==> src/rtl/render_menu.sv <==
// render_menu: scaled 1-bpp title plus NUM_BTN stacked buttons with labels,
// mouse hover/press/release tracking and a one-cycle select pulse.
//
// Ports:
//   clk, rst            pixel clock, synchronous active-high reset
//   en                  screen active; low forces pixel=C_BG and FSM idle
//   h_cnt, v_cnt        current pixel position (pixel follows 3 clk later)
//   frame_start         one-cycle pulse per frame, drives the title blink
//   mouse_x/y, mouse_l  mouse position and left-button level
//   ttl_addr/ttl_bit    title ROM port (1-cycle read latency)
//   lbl_addr/lbl_bit    label ROM port (1-cycle read latency)
//   pixel               RGB444, registered
//   hover_idx           button under the mouse, NUM_BTN when none
//   sel_pulse/sel_idx   completed click and the button it landed on
module render_menu #(
    parameter int NUM_BTN   = 2,
    parameter int TTL_X     = 170,
    parameter int TTL_Y     = 150,
    parameter int TTL_W     = 60,
    parameter int TTL_H     = 20,
    parameter int TTL_S     = 5,
    parameter int LBL_W     = 100,
    parameter int LBL_H     = 20,
    parameter int LBL_S     = 2,
    parameter int BTN_X     = 200,
    parameter int BTN_Y     = 270,
    parameter int BTN_W     = 240,
    parameter int BTN_H     = 60,
    parameter int BTN_PITCH = 80,
    parameter int BLINK_FR  = 0,
    parameter logic [11:0] C_FG  = 12'hfff,
    parameter logic [11:0] C_BG  = 12'h000,
    parameter logic [11:0] C_BTN = 12'h521,
    parameter logic [11:0] C_HOV = 12'h632,
    parameter logic [11:0] C_PRS = 12'h743
) (
    input  logic        clk,
    input  logic        rst,
    input  logic        en,
    input  logic [9:0]  h_cnt,
    input  logic [9:0]  v_cnt,
    input  logic        frame_start,
    input  logic [9:0]  mouse_x,
    input  logic [9:0]  mouse_y,
    input  logic        mouse_l,
    output logic [10:0] ttl_addr,
    input  logic        ttl_bit,
    output logic [12:0] lbl_addr,
    input  logic        lbl_bit,
    output logic [11:0] pixel,
    output logic [2:0]  hover_idx,
    output logic        sel_pulse,
    output logic [2:0]  sel_idx
);

    localparam logic [2:0] NONE = 3'(NUM_BTN);

    // Label is centred inside its box.
    localparam int LBL_XO = (BTN_W - LBL_W * LBL_S) / 2;
    localparam int LBL_YO = (BTN_H - LBL_H * LBL_S) / 2;

    // Last value of the frame counter before it wraps.
    localparam int FR_LAST = (BLINK_FR > 0) ? (2 * BLINK_FR - 1) : 0;

    typedef enum logic [1:0] {
        S_IDLE,
        S_PRESS,
        S_FIRE,
        S_ARMED
    } state_t;

    function automatic int f_by(input int k);
        return BTN_Y + k * BTN_PITCH;
    endfunction

    function automatic logic f_in_box(input int x, input int y, input int k);
        return (x >= BTN_X) && (x < BTN_X + BTN_W) &&
               (y >= f_by(k)) && (y < f_by(k) + BTN_H);
    endfunction

    function automatic logic f_in_lbl(input int x, input int y, input int k);
        return (x >= BTN_X + LBL_XO) &&
               (x < BTN_X + LBL_XO + LBL_W * LBL_S) &&
               (y >= f_by(k) + LBL_YO) &&
               (y < f_by(k) + LBL_YO + LBL_H * LBL_S);
    endfunction

    int w_h;
    int w_v;
    int w_mx;
    int w_my;

    assign w_h  = {22'd0, h_cnt};
    assign w_v  = {22'd0, v_cnt};
    assign w_mx = {22'd0, mouse_x};
    assign w_my = {22'd0, mouse_y};

    // ---------------- frame counter / blink ----------------
    logic [15:0] r_frm;
    logic        w_show;

    always_ff @(posedge clk) begin
        if (rst) begin
            r_frm <= 16'd0;
        end else if (frame_start) begin
            if (r_frm >= 16'(FR_LAST))
                r_frm <= 16'd0;
            else
                r_frm <= r_frm + 16'd1;
        end
    end

    assign w_show = (BLINK_FR == 0) || (r_frm < 16'(BLINK_FR));

    // ---------------- stage 1: regions and addresses ----------------
    logic        w_ttl_in;
    logic [10:0] w_ttl_addr;
    logic        w_lbl_in;
    logic [12:0] w_lbl_addr;
    logic        w_box_in;
    logic [2:0]  w_box_idx;

    always_comb begin
        w_ttl_in   = 1'b0;
        w_ttl_addr = 11'd0;
        w_lbl_in   = 1'b0;
        w_lbl_addr = 13'd0;
        w_box_in   = 1'b0;
        w_box_idx  = 3'd0;

        if ((w_h >= TTL_X) && (w_h < TTL_X + TTL_W * TTL_S) &&
            (w_v >= TTL_Y) && (w_v < TTL_Y + TTL_H * TTL_S)) begin
            w_ttl_in   = 1'b1;
            w_ttl_addr = 11'(((w_v - TTL_Y) / TTL_S) * TTL_W +
                             (w_h - TTL_X) / TTL_S);
        end

        // Walk downwards so the lowest index ends up winning.
        for (int k = NUM_BTN - 1; k >= 0; k--) begin
            if (f_in_box(w_h, w_v, k)) begin
                w_box_in  = 1'b1;
                w_box_idx = 3'(k);
            end
            if (f_in_lbl(w_h, w_v, k)) begin
                w_lbl_in   = 1'b1;
                w_lbl_addr = 13'(k * LBL_W * LBL_H +
                    ((w_v - f_by(k) - LBL_YO) / LBL_S) * LBL_W +
                    (w_h - BTN_X - LBL_XO) / LBL_S);
            end
        end
    end

    logic       r_ttl_f1;
    logic       r_lbl_f1;
    logic       r_box_f1;
    logic [2:0] r_box_idx1;
    logic       r_ttl_f2;
    logic       r_lbl_f2;
    logic       r_box_f2;
    logic [2:0] r_box_idx2;

    always_ff @(posedge clk) begin
        if (rst) begin
            ttl_addr   <= 11'd0;
            lbl_addr   <= 13'd0;
            r_ttl_f1   <= 1'b0;
            r_lbl_f1   <= 1'b0;
            r_box_f1   <= 1'b0;
            r_box_idx1 <= 3'd0;
            r_ttl_f2   <= 1'b0;
            r_lbl_f2   <= 1'b0;
            r_box_f2   <= 1'b0;
            r_box_idx2 <= 3'd0;
        end else begin
            ttl_addr   <= w_ttl_addr;
            lbl_addr   <= w_lbl_addr;
            // A hidden title simply never claims its pixels.
            r_ttl_f1   <= w_ttl_in & w_show;
            r_lbl_f1   <= w_lbl_in;
            r_box_f1   <= w_box_in;
            r_box_idx1 <= w_box_idx;
            // Stage 2: ROM data arrives, flags follow.
            r_ttl_f2   <= r_ttl_f1;
            r_lbl_f2   <= r_lbl_f1;
            r_box_f2   <= r_box_f1;
            r_box_idx2 <= r_box_idx1;
        end
    end

    // ---------------- hover ----------------
    logic [2:0] r_hover;
    logic [2:0] w_hover;

    always_comb begin
        w_hover = NONE;
        for (int k = NUM_BTN - 1; k >= 0; k--) begin
            if (f_in_box(w_mx, w_my, k))
                w_hover = 3'(k);
        end
    end

    always_ff @(posedge clk) begin
        if (rst)
            r_hover <= NONE;
        else
            r_hover <= w_hover;
    end

    assign hover_idx = r_hover;

    // ---------------- click FSM ----------------
    state_t     r_state;
    logic [2:0] r_p;
    logic       r_ml;
    logic       r_ml_d;
    logic       w_rise;

    assign w_rise = r_ml & ~r_ml_d;

    // The mouse level registers reset high so a button still held
    // through reset is never seen as a fresh press.
    always_ff @(posedge clk) begin
        if (rst) begin
            r_state   <= S_IDLE;
            r_p       <= 3'd0;
            r_ml      <= 1'b1;
            r_ml_d    <= 1'b1;
            sel_pulse <= 1'b0;
            sel_idx   <= 3'd0;
        end else begin
            r_ml      <= mouse_l;
            r_ml_d    <= r_ml;
            sel_pulse <= 1'b0;
            if (!en) begin
                r_state <= S_IDLE;
            end else begin
                unique case (r_state)
                    S_IDLE: begin
                        if (w_rise) begin
                            if (r_hover < NONE) begin
                                r_state <= S_PRESS;
                                r_p     <= r_hover;
                            end else begin
                                r_state <= S_ARMED;
                            end
                        end
                    end
                    S_PRESS: begin
                        if (!r_ml) begin
                            if (r_hover == r_p) begin
                                r_state   <= S_FIRE;
                                sel_pulse <= 1'b1;
                                sel_idx   <= r_p;
                            end else begin
                                r_state <= S_IDLE;
                            end
                        end
                    end
                    S_FIRE: begin
                        r_state <= S_IDLE;
                    end
                    S_ARMED: begin
                        if (!r_ml)
                            r_state <= S_IDLE;
                    end
                    default: begin
                        r_state <= S_IDLE;
                    end
                endcase
            end
        end
    end

    // ---------------- stage 3: pixel ----------------
    logic [11:0] w_box_col;
    logic [11:0] w_pix;

    always_comb begin
        if ((r_state == S_PRESS) && (r_p == r_box_idx2))
            w_box_col = C_PRS;
        else if (r_hover == r_box_idx2)
            w_box_col = C_HOV;
        else
            w_box_col = C_BTN;

        if (r_ttl_f2 && ttl_bit)
            w_pix = C_FG;
        else if (r_lbl_f2 && lbl_bit)
            w_pix = C_FG;
        else if (r_box_f2)
            w_pix = w_box_col;
        else
            w_pix = C_BG;
    end

    always_ff @(posedge clk) begin
        if (rst)
            pixel <= C_BG;
        else if (!en)
            pixel <= C_BG;
        else
            pixel <= w_pix;
    end

endmodule
==> config.mk <==
export PLATFORM = sky130hd
export DESIGN_NAME = render_menu
export DESIGN_NICKNAME = d
export VERILOG_FILES = /design/src/rtl/render_menu.sv
export SDC_FILE = /design/constraint.sdc
export NUM_CORES = 1
export LEC_CHECK = 0
export CAP_MARGIN = 20
export CORE_MARGIN = 8
export CORE_UTILIZATION = 40
export DETAILED_ROUTE_END_ITERATION = 6
export PLACE_DENSITY = 0.58
export SYNTH_ARGS = -nofsm -noshare
export SYNTH_HDL_FRONTEND = slang
export SYNTH_SLANG_ARGS = --single-unit
==> constraint.sdc <==
create_clock -name clk -period 14.2 [get_ports clk]
set_input_delay 2.13 -clock clk [delete_from_list [all_inputs] [get_ports clk]]
set_output_delay 2.13 -clock clk [all_outputs]
set_load 0.05 [all_outputs]
==> flow_summary_export.csv <==
group,metric,value,unit
final_layout,area_growth,12.2,%
detailed_routing,first_pass_iters,5,
setup_path,cp-end-kind,"flop",
final_layout,nNetsFinal,1520,
cts,hold_buffers,0,
setup_path,rr_endpoint,"pixel[9]$_SDFF_PP0_",
floorplan,die_w,172,um
detailed_routing,drc,0,
power,pwr-share-comb,89.8,%
logic_synthesis,yosys_warnings,0,
setup_path,ff2ff_setup_slack,12.85,ns
cts,clkTransAtPathRegs,0.08,ns
sta,tightest_slew,0.945,ns
floorplan,start_util,40.5,%
logic_synthesis,yosysSeqAreaShare,10.2,%
setup_path,crit_slowest_cell,"or4_4",
floorplan,io-pin-count,90,
power,power_frac_clock,4.7,%
logic_synthesis,netlist_area,9790,sq um
grt,grt_pass1_vias,8557,
cts,cts_resized,0,
setup_path,path_delay_family,"adder cells",
detailed_routing,wl_per_cell,15.2,um
detailed_routing,totalWireLength,25.0,mm
logic_synthesis,syn_area_per_cell,7.66,sq um
cts,htree_levels,2,
floorplan,die_h,172,um
placement,port_buffers,82,
detailed_routing,viasPerCell,5.43,
sta,tns,0,ns
run_status,status,"finished, final reports clean",
sta,slew_headroom,35.2,%
setup_path,crit_buf_inv,7,
power,p_leak,4.77,nW
power,p_sw,0.00135,W
detailed_routing,drtIter0Drc,502,
final_layout,drive_above_1_share,6.32,%
sta,rsz0062_at_grt,"no",
cts,clock_sink_count,50,
setup_path,criticalPathCategory,"in2reg",
logic_synthesis,ys.flop_type,"dfxtp_1",
floorplan,coreArea,24200,sq um
power,swShare,49.5,%
grt,grt_usage,17.0,%
cts,cts-buffers-inserted,5,
grt,antenna_found_initial,0,
setup_path,critPathLaunchType,"input pin",
detailed_routing,ant_nets,0,
logic_synthesis,synthCells,1278,
setup_path,cpPeakStageDelay,0.58,ns
placement,gp_congestion,0.866,
final_layout,fin_area,11000,sq um
placement,placed_area,10800,sq um
setup_path,cp_max_fo,14,
sta,finalHoldViolCount,0,
job,maxCapViolCount,0,
cts,cts_buffer_depth,2,
sta,fmax,0.0802,GHz
logic_synthesis,synth.distinct_cells,108,
setup_path,crit_required,14.43,ns
sta,maxSlewViolCount,0,
sta,final-setup-viol-count,0,
cts,tritoncts,"done",
grt,grt_pass1_wl,42.0,mm
floorplan,dieArea,29700,sq um
power,seqPwrFrac,5.5,%
power,p_int,0.00137,W
cts,post-cts-setup-buffers,0,
detailed_routing,num_vias,8972,
setup_path,endpoint,"ttl_addr[10]$_SDFF_PP0_",
grt,grt_max_degree,31,
placement,dp_hpwl,20.3,mm
cts,clk_latency,0.30,ns
logic_synthesis,async_flop_share,0,%
logic_synthesis,synth_seq_cells,50,
power,ir_worst_vdd,470,uV
grt,overflow,0,
sta,finalCriticalPeriod,12.47,ns
cts,root_buffer,"clkbuf_16",
setup_path,cp_num_cells,45,
sta,finalCritPeriodShare,87.8,%
setup_path,crit_start,"v_cnt[2]",
setup_path,timing.rr.start,"r_ttl_f2$_SDFF_PP0_",
power,p_per_area,248,nW/um^2
logic_synthesis,synth-edff-count,0,
hold_path,hp-class,"reg2reg",
floorplan,rows,57,
final_layout,antennaDiodeCount,0,
setup_path,reg2reg_depth,4,
sta,finClkSkew,0.0117,ns
final_layout,finish.utilization,45.5,%
setup_path,arrival,12.70,ns
==> synthesized netlist by cell type, types with 25 or more instances <==
| cell | instances | area [sq um] |
|---|---|---|
| o21ai_0 | 46 | 230 |
| nand3_1 | 30 | 150 |
| xnor2_1 | 104 | 911 |
| inv_1 | 136 | 510 |
| fa_1 | 25 | 500 |
| a21o_1 | 26 | 195 |
| ha_1 | 120 | 1500 |
| dfxtp_1 | 50 | 1000 |
| a21oi_1 | 89 | 445 |
| clkbuf_1 | 25 | 93.8 |
| xor2_1 | 43 | 377 |
| nand2_1 | 80 | 300 |
| nor2_1 | 114 | 428 |
==> placed cells by master, fill, tap and decap left out, types with 10 or more instances in the layout <==
master	synthesis	layout
a211o_1	10	10
a211oi_1	14	14
a21o_1	26	26
a21oi_1	89	89
a22oi_1	17	17
a31oi_1	21	21
and3_1	12	12
clkdlybuf4s50_1	0	82
dfxtp_1	50	50
fa_1	25	25
ha_1	120	120
inv_1	136	136
mux2i_1	11	11
nand2_1	80	80
nand2b_1	14	14
nand3_1	30	30
nor2_1	114	114
nor2b_1	21	21
nor3_1	24	24
o21a_1	13	13
o21ai_0	46	46
o21bai_1	13	13
xnor2_1	104	104
xor2_1	43	43
==> flip-flops by register name, summed over array words and instances (netlist names), 2 cells and up <==
signal     flops
r_p            2
hover_idx      2
pixel          7
sel_idx        2
r_state        2
ttl_addr      11
lbl_addr      13
==> worst reg2reg max path: stages, from the launching register on <==
cell and delay (ns):
dfxtp_1 0.30, a22oi_1 0.44, a21o_1 0.27, a21oi_1 0.07, a21o_1 0.18
==> worst min-delay path by stage <==
stage / startpoint / to / slack (ns) / cells after the start
3_5_place_dp: r_lbl_f1$_SDFF_PP0_ / r_lbl_f2$_SDFF_PP0_ / 0.42 / 1
4_1_cts: r_lbl_f1$_SDFF_PP0_ / r_lbl_f2$_SDFF_PP0_ / 0.44 / 1
5_1_grt: r_lbl_f1$_SDFF_PP0_ / r_lbl_f2$_SDFF_PP0_ / 0.46 / 1
3_3_place_gp: r_lbl_f1$_SDFF_PP0_ / r_lbl_f2$_SDFF_PP0_ / 0.42 / 1
2_1_floorplan: r_box_f1$_SDFF_PP0_ / r_box_f2$_SDFF_PP0_ / 0.41 / 1
6_report: r_lbl_f1$_SDFF_PP0_ / r_lbl_f2$_SDFF_PP0_ / 0.44 / 1
==> final cells by class <==
type / instances / area (sq um)
fill: 2459 / 13200
multi-input combinational: 1043 / 8030
clock inverter: 2 / 16.3
clock buffer: 6 / 139
sequential: 50 / 1000
tap: 324 / 405
timing repair buffer: 91 / 888
inverter: 137 / 514
==> through the flow <==
stage	hold slack [ns]	instances	setup slack (ns)	total power (W)
final	0.435	1653	1.73	0.00272
after detailed placement	0.424	1645	1.51	0.00261
after global routing	0.458	1653	0.958	0.00308
after CTS	0.439	1653	1.79	0.00276
after floorplan	0.414	1279	3.30	0.00222
after global placement	0.421	1645	1.58	0.00259
==> power groups by stage <==
stage | Clock [W] | Combinational (W) | Sequential, W
after floorplan | 0 | 0.00205 | 0.000173
after global placement | 0 | 0.00244 | 0.000152
after detailed placement | 0 | 0.00246 | 0.000152
after CTS | 0.000134 | 0.00248 | 0.000149
after global routing | 0.000140 | 0.00279 | 0.000150
final | 0.000129 | 0.00244 | 0.000149
==> per-layer routing <==
metal	track usage (%)	vias to the layer above	part of all wire, %
met2	28.8	145	47
met4	3.04	0	1.1
li1	-	4599	-
met5	0	-	0
met3	2.15	21	3.8
met1	22.8	4207	48
==> kinds of logic (layout without fill, tap and decap cells) <==
| family | after synthesis | in the layout | share of synthesized area, % |
|---|---|---|---|
| simple gates | 372 | 372 | 19.5 |
| compound gates | 350 | 350 | 25.3 |
| buf+inv | 186 | 236 | 7.93 |
| xor+xnor | 151 | 151 | 14.0 |
| fa+ha+maj | 149 | 149 | 20.8 |
| flops | 50 | 50 | 10.2 |
| mux | 19 | 19 | 2.15 |
| other cells | 1 | 2 | 0.0383 |
No activity file was read; power rests on OpenSTA's default activity.
